===== config.mk =====
export PLATFORM = sky130hd
export DESIGN_NAME = uart_rx_flat
export DESIGN_NICKNAME = d
export VERILOG_FILES = /design/src/rtl/uart_pkg.sv /design/src/rtl/uart_rx_if.sv /design/src/rtl/uart_rx_sync.sv /design/src/rtl/uart_rx.sv /design/src/flat_wrapper.sv
export SDC_FILE = /design/constraint.sdc
export NUM_CORES = 1
export LEC_CHECK = 0
export CAP_MARGIN = 5
export CORE_UTILIZATION = 55
export CTS_CLUSTER_DIAMETER = 200
export DETAILED_ROUTE_END_ITERATION = 10
export GPL_TIMING_DRIVEN = 1
export PLACE_DENSITY = 0.77
export SYNTH_ARGS = -nofsm -noshare
export SYNTH_HDL_FRONTEND = slang
export SYNTH_SLANG_ARGS = --single-unit

===== constraint.sdc =====
create_clock -name i_Clk -period 1.97 [get_ports i_Clk]
set_input_delay 0.591 -clock i_Clk [delete_from_list [all_inputs] [get_ports i_Clk]]
set_output_delay 0.591 -clock i_Clk [all_outputs]
set_load 0.05 [all_outputs]

===== src/rtl/uart_pkg.sv =====
// uart_pkg: state encoding and defaults shared by the uart_tx / uart_rx pair.
package uart_pkg;
  typedef enum logic [1:0] {IDLE, START, DATA, STOP} uart_state_e;

  localparam int UART_DATA_BITS       = 8;
  localparam int DEFAULT_CLKS_PER_BIT = 217;
endpackage


===== src/rtl/uart_rx_if.sv =====
// uart_rx_if: received-byte holding register handshake plus the status pulses
// that the downstream frame parser consumes.
interface uart_rx_if;
  import uart_pkg::*;

  logic [UART_DATA_BITS-1:0] o_rx_byte;
  logic                      o_rx_valid;
  logic                      i_rx_ready;
  logic                      o_rx_active;
  logic                      o_frame_err;
  logic                      o_overrun;

  modport master (
    output o_rx_byte, o_rx_valid, o_rx_active, o_frame_err, o_overrun,
    input  i_rx_ready
  );

  modport slave (
    input  o_rx_byte, o_rx_valid, o_rx_active, o_frame_err, o_overrun,
    output i_rx_ready
  );
endinterface


===== src/rtl/uart_rx_sync.sv =====
// uart_rx_sync: two-flop synchroniser for the asynchronous serial line.
// Resets to the idle (high) level so a reset never looks like a start bit.
module uart_rx_sync (
  input  logic i_Clk,
  input  logic i_Rst_n,
  input  logic i_async,
  output logic o_sync
);
  logic meta_q;
  logic sync_q;

  always_ff @(posedge i_Clk) begin
    if (!i_Rst_n) begin
      meta_q <= 1'b1;
      sync_q <= 1'b1;
    end else begin
      meta_q <= i_async;
      sync_q <= meta_q;
    end
  end

  assign o_sync = sync_q;
endmodule


===== src/rtl/uart_rx.sv =====
// uart_rx: 8N1 receiver with mid-bit sampling and a valid/ready holding register.
// Define UART_RX_MAJORITY_EN to decide each bit by a 2-of-3 vote around the sample point.
module uart_rx
  import uart_pkg::*;
#(
  parameter int CLKS_PER_BIT = DEFAULT_CLKS_PER_BIT
) (
  input  logic      i_Clk,
  input  logic      i_Rst_n,
  input  logic      i_rx_serial,
  uart_rx_if.master rx
);
  localparam int CW = $clog2(CLKS_PER_BIT);
  localparam int BW = $clog2(UART_DATA_BITS);
  localparam int H  = (CLKS_PER_BIT - 1) / 2;
`ifdef UART_RX_MAJORITY_EN
  localparam int START_LAST = H;
`else
  localparam int START_LAST = H - 1;
`endif
  localparam logic [CW-1:0] START_END = CW'(START_LAST);
  localparam logic [CW-1:0] BIT_END   = CW'(CLKS_PER_BIT - 1);
  localparam logic [BW-1:0] LAST_BIT  = BW'(UART_DATA_BITS - 1);

  logic                      s_rx;
  logic                      bit_d;
  uart_state_e               state_q;
  logic [CW-1:0]             count_q;
  logic [BW-1:0]             bit_q;
  logic [UART_DATA_BITS-1:0] shift_q;
  logic [UART_DATA_BITS-1:0] byte_q;
  logic                      valid_q;
  logic                      active_q;
  logic                      frame_err_q;
  logic                      overrun_q;

  uart_rx_sync u_sync (
    .i_Clk   (i_Clk),
    .i_Rst_n (i_Rst_n),
    .i_async (i_rx_serial),
    .o_sync  (s_rx)
  );

`ifdef UART_RX_MAJORITY_EN
  // The vote is taken one cycle late so the sample after P is available.
  logic [1:0] hist_q;

  always_ff @(posedge i_Clk) begin
    if (!i_Rst_n) hist_q <= 2'b11;
    else          hist_q <= {hist_q[0], s_rx};
  end

  assign bit_d = (hist_q[1] & hist_q[0]) | (hist_q[1] & s_rx) | (hist_q[0] & s_rx);
`else
  assign bit_d = s_rx;
`endif

  always_ff @(posedge i_Clk) begin
    if (!i_Rst_n) begin
      state_q     <= IDLE;
      count_q     <= '0;
      bit_q       <= '0;
      shift_q     <= '0;
      byte_q      <= '0;
      valid_q     <= 1'b0;
      active_q    <= 1'b0;
      frame_err_q <= 1'b0;
      overrun_q   <= 1'b0;
    end else begin
      frame_err_q <= 1'b0;
      overrun_q   <= 1'b0;
      if (valid_q && rx.i_rx_ready) valid_q <= 1'b0;

      case (state_q)
        IDLE: begin
          if (!s_rx) begin
            state_q  <= START;
            count_q  <= '0;
            active_q <= 1'b1;
          end
        end
        START: begin
          if (count_q == START_END) begin
            count_q <= '0;
            bit_q   <= '0;
            if (bit_d) begin
              state_q  <= IDLE;
              active_q <= 1'b0;
            end else begin
              state_q <= DATA;
            end
          end else begin
            count_q <= count_q + 1'b1;
          end
        end
        DATA: begin
          if (count_q == BIT_END) begin
            count_q <= '0;
            shift_q <= {bit_d, shift_q[UART_DATA_BITS-1:1]};
            bit_q   <= bit_q + 1'b1;
            if (bit_q == LAST_BIT) state_q <= STOP;
          end else begin
            count_q <= count_q + 1'b1;
          end
        end
        STOP: begin
          if (count_q == BIT_END) begin
            count_q  <= '0;
            state_q  <= IDLE;
            active_q <= 1'b0;
            // A good byte loads only if the slot is free or being emptied this cycle.
            if (!bit_d) begin
              frame_err_q <= 1'b1;
            end else if (!valid_q || rx.i_rx_ready) begin
              byte_q  <= shift_q;
              valid_q <= 1'b1;
            end else begin
              overrun_q <= 1'b1;
            end
          end else begin
            count_q <= count_q + 1'b1;
          end
        end
        default: begin
          state_q  <= IDLE;
          active_q <= 1'b0;
        end
      endcase
    end
  end

  assign rx.o_rx_byte   = byte_q;
  assign rx.o_rx_valid  = valid_q;
  assign rx.o_rx_active = active_q;
  assign rx.o_frame_err = frame_err_q;
  assign rx.o_overrun   = overrun_q;
endmodule


===== src/flat_wrapper.sv =====
// flat-port wrapper written by rule: the top's interface ports become plain ports
module uart_rx_flat import uart_pkg::*;
#(
  parameter int CLKS_PER_BIT = DEFAULT_CLKS_PER_BIT
)
  (i_Clk, i_Rst_n, i_rx_serial, rx_o_rx_byte, rx_o_rx_valid, rx_o_rx_active, rx_o_frame_err, rx_o_overrun, rx_i_rx_ready);
  uart_rx_if rx_i ();
  input  logic i_Clk;
  input  logic i_Rst_n;
  input  logic i_rx_serial;
  output wire logic [$bits(rx_i.o_rx_byte)-1:0] rx_o_rx_byte;
  output wire logic [$bits(rx_i.o_rx_valid)-1:0] rx_o_rx_valid;
  output wire logic [$bits(rx_i.o_rx_active)-1:0] rx_o_rx_active;
  output wire logic [$bits(rx_i.o_frame_err)-1:0] rx_o_frame_err;
  output wire logic [$bits(rx_i.o_overrun)-1:0] rx_o_overrun;
  input wire logic [$bits(rx_i.i_rx_ready)-1:0] rx_i_rx_ready;
  assign rx_o_rx_byte = rx_i.o_rx_byte;
  assign rx_o_rx_valid = rx_i.o_rx_valid;
  assign rx_o_rx_active = rx_i.o_rx_active;
  assign rx_o_frame_err = rx_i.o_frame_err;
  assign rx_o_overrun = rx_i.o_overrun;
  assign rx_i.i_rx_ready = rx_i_rx_ready;
  uart_rx #(.CLKS_PER_BIT(CLKS_PER_BIT)) u_core (.i_Clk(i_Clk), .i_Rst_n(i_Rst_n), .i_rx_serial(i_rx_serial), .rx(rx_i));
endmodule

==> qor.txt, run 1 <==
Syn avg cell area -> 8.657 um^2
Die height -> 55.96 um
Depth of the worst register-to-register path -> 6
Post CTS Setup Buffer Count -> 0
Die ar. -> 3132 um^2
Sum of routed wire length over all layers -> 3.256 mm
Max Fanout on Critical Path -> 19
Via count of the first global-routing pass -> 1,256
Buffers added on ports -> 15
Worst voltage drop across the vdd grid -> 654.9 uV
Cell Count, Final, Fillers Out -> 239
Number of flops mapped to enable cells by yosys -> 0
Post-CTS Resized -> 0
Setup clock skew after layout -> 0.01037 ns
Clock sink count -> 35
Number of design-rule violations left by the first detailed-router iteration -> 61
Fraction of the core area covered by cells at the end of the flow -> 67.65%
Share of the cycle needed by the critical path after routing -> 85.65%
Setup crit start kind -> flop
Share of Yosys cell area claimed by the top area cell type -> 43.75%
Transition time at the pin with the least slew margin -> 0.5889 ns
Antenna diode count -> 0
Clk pin slew, worst setup/hold paths -> 0.11 ns
CTS Root Cell -> clkbuf_4
Relative slew slack -> 60.70%
Number of vias per cell after detailed routing -> 5.921
Drt first pass iters -> 6
Number of nets still failing antenna checks after routing -> 0
Number of endpoints failing setup at the final stage -> 0
Layout Area Growth over Synthesis -> 16.48%
Launching element of the worst setup path -> u_core.count_q[0]$_SDFFE_PN0P_
Core box area -> 2758 um^2
Max frequency -> 0.5927 GHz
Post-synth net total -> 193
DP Wirelength -> 2.380 mm
Total design power -> 1.207 mW
Setup TNS -> 0 ns
Dominant cells by area after synthesis -> dfxtp_1 44%, a21oi_1 8.1%, o21ai_0 6.3%
Initial Util -> 58.08%
Number of rows in the core area -> 19
Total Routing Usage GR -> 22.71%
Cell type contributing the most total cell area after synthesis -> dfxtp_1
Async set-or-reset flop fraction in the synthesized netlist -> 0%
Number of warnings reported in the yosys synthesis log -> 0
Worst-case clock buffer depth -> 2
Leakage Power -> 0.6617 nW
Hold_buf cts -> 0
Min cycle time layout -> 1.687 ns
Synth cell count leaders -> 35 x dfxtp_1, 26 x a21oi_1, 20 x nand2_1, 20 x o21ai_0, 15 x nand3_1
Total clock buffers created by CTS -> 5
Classification of the worst-slack hold path -> flop to flop
Drc violations -> 0
Instance count after placement with tap cells included -> 231
Final net count -> 215
Total of max-cap violations -> 0
Seq/Total Area, Yosys -> 43.75%
Final slew viol count -> 0
Fin. Hold Viols -> 0
First-pass GRT wire length -> 5.630 mm
Library cells used by synthesis -> 35
Global route overflow -> 0
Synthesized instance count -> 185
Die width -> 55.96 um
Design area -> 1866 um^2
#FFs+latches synth -> 35
Mapped cell area -> 1602 um^2
Run status -> completed
Primary FF master, synth -> dfxtp_1
Critical path required time -> 2.20 ns
Sort of element at the end of the critical path -> flop
Cell with the most instances after synthesis -> dfxtp_1
Maximum number of pins on one net before global-route repair -> 20
Vias after detailed routing -> 1,415
Critical path data arrival time -> 1.91 ns
Reg2Reg Setup Slack -> 0.28 ns
Reg2reg start -> u_core.count_q[0]$_SDFFE_PN0P_
Unrepaired setup endpoints after global routing -> no
CTS tree -> yes
RD Place Congestion -> 0.8169
CTS HTree Levels -> 2
Number of antenna violations at the first check in global routing -> 0
Critical R2R Capture -> u_core.shift_q[5]$_SDFFE_PN0P_
Worst-Skew Late Latency -> 0.34 ns
Routed length per instance -> 13.62 um
Worst Setup EP -> u_core.shift_q[5]$_SDFFE_PN0P_
I/O pin count -> 16
CP Class -> flop to flop
Placed Area -> 1792 um^2
Areal power density over the cells -> 647.2 nW/um^2
Share of layout cells above drive strength 1 -> 18.27%
per-stage QoR:
step / hold slack, ns / worst slack [ns]
6_report: 0.4305 / 0.2828
5_1_grt: 0.4665 / 0.1547
4_1_cts: 0.4358 / 0.07910
3_5_place_dp: 0.4111 / 0.08434
3_3_place_gp: 0.4068 / 0.08723
2_1_floorplan: 0.3863 / 0.3866
power breakdown:
group / internal (mW) / switching [mW] / total (mW)
Clock: 0.210 / 0.230 / 0.440
Sequential: 0.711 / 0.00512 / 0.717
Combinational: 0.0206 / 0.0302 / 0.0508
Total: 0.942 / 0.265 / 1.21
layout make-up:
type	count	area [um^2]
tap	31	38.79
inverter	4	15.01
multi-input combinational	134	832.0
sequential	35	700.7
clock buffer	8	68.82
fill	229	892.1
timing repair buffer	27	210.2
critical path, cell delays in order (launching register included):
cell     delay (ns)
dfxtp_1        0.34
inv_1          0.10
ha_1           0.15
nand3_1        0.17
or3_4          0.48
o21ai_0        0.22
a21oi_1        0.10
flip-flops by register name, indices dropped and copies added (netlist names), named ones only:
| signal | count |
|---|---|
| u_core.bit_q | 3 |
| u_core.count_q | 8 |
| u_core.rx.o_frame_err | 1 |
| u_core.rx.o_overrun | 1 |
| u_core.rx.o_rx_active | 1 |
| u_core.rx.o_rx_byte | 8 |
| u_core.rx.o_rx_valid | 1 |
| u_core.shift_q | 8 |
| u_core.state_q | 1 |
| u_core.u_sync.meta_q | 1 |
| u_core.u_sync.o_sync | 1 |
cell usage in the layout (no fill, tap or decap), drive strengths merged:
cell type / n
nor2: 4
clkdlybuf4s50: 3
nand2: 20
or3: 4
a21oi: 26
nand4bb: 1
and3b: 1
o41ai: 1
nor3: 1
nor2b: 3
nand4b: 2
clkbuf: 8
o21ai: 21
nor3b: 2
a221oi: 2
nand3b: 2
nand2b: 5
a21boi: 2
and4bb: 1
a21bo: 1
o21a: 2
inv: 4
dfxtp: 35
nand3: 15
buf: 24
and3: 1
ha: 4
nor4: 2
o2bb2ai: 2
nand4: 1
a311oi: 1
and2: 3
a22o: 4
logic make-up (layout without fill, tap and decap cells):
family / Yosys count / count (layout) / share of synthesized area (%)
AOI/OAI and AO/OA: 62 / 62 / 23.12
DFF: 35 / 35 / 43.75
and+or+nand+nor: 68 / 68 / 25.39
buffers and inverters: 16 / 39 / 4.609
adders and majority gates: 4 / 4 / 3.125
routing by layer:
metal  part of all wire, %  wire [um]  global-route usage [%]  up-vias
li1                      -          -                       -      706
met1                    47       1515                   30.94      652
met2                    45       1475                   34.18       49
met3                   6.2        201                   5.116        8
met4                   1.9         63                   10.80        0
met5                     0          0                       0        -
how the worst min path moves through the flow:
| stage | startpoint | endpoint | cells after the start |
|---|---|---|---|
| after floorplan | u_core.u_sync.meta_q$_SDFF_PN1_ | u_core.u_sync.o_sync$_SDFF_PN1_ | 1 |
| after global placement | u_core.u_sync.meta_q$_SDFF_PN1_ | u_core.u_sync.o_sync$_SDFF_PN1_ | 1 |
| after detailed placement | u_core.u_sync.meta_q$_SDFF_PN1_ | u_core.u_sync.o_sync$_SDFF_PN1_ | 1 |
| after CTS | u_core.u_sync.meta_q$_SDFF_PN1_ | u_core.u_sync.o_sync$_SDFF_PN1_ | 1 |
| after global routing | u_core.u_sync.meta_q$_SDFF_PN1_ | u_core.u_sync.o_sync$_SDFF_PN1_ | 1 |
| final | u_core.u_sync.meta_q$_SDFF_PN1_ | u_core.u_sync.o_sync$_SDFF_PN1_ | 1 |
Note: power is estimated with default switching activity, not from simulation.
==> run 2, diff against run 1 <==
Settings changed: HOLD_SLACK_MARGIN from default to 0.06, SLEW_MARGIN from default to 30.
==> results of run 2 <==
Same layout as run 1: the final DEF is identical, and so are final timing and power.
==> run 3, diff against run 2 <==
Settings changed: CTS_CLUSTER_DIAMETER 200 to 80.
==> results of run 3 <==
Same layout as run 1: the final DEF is identical, and so are final timing and power.
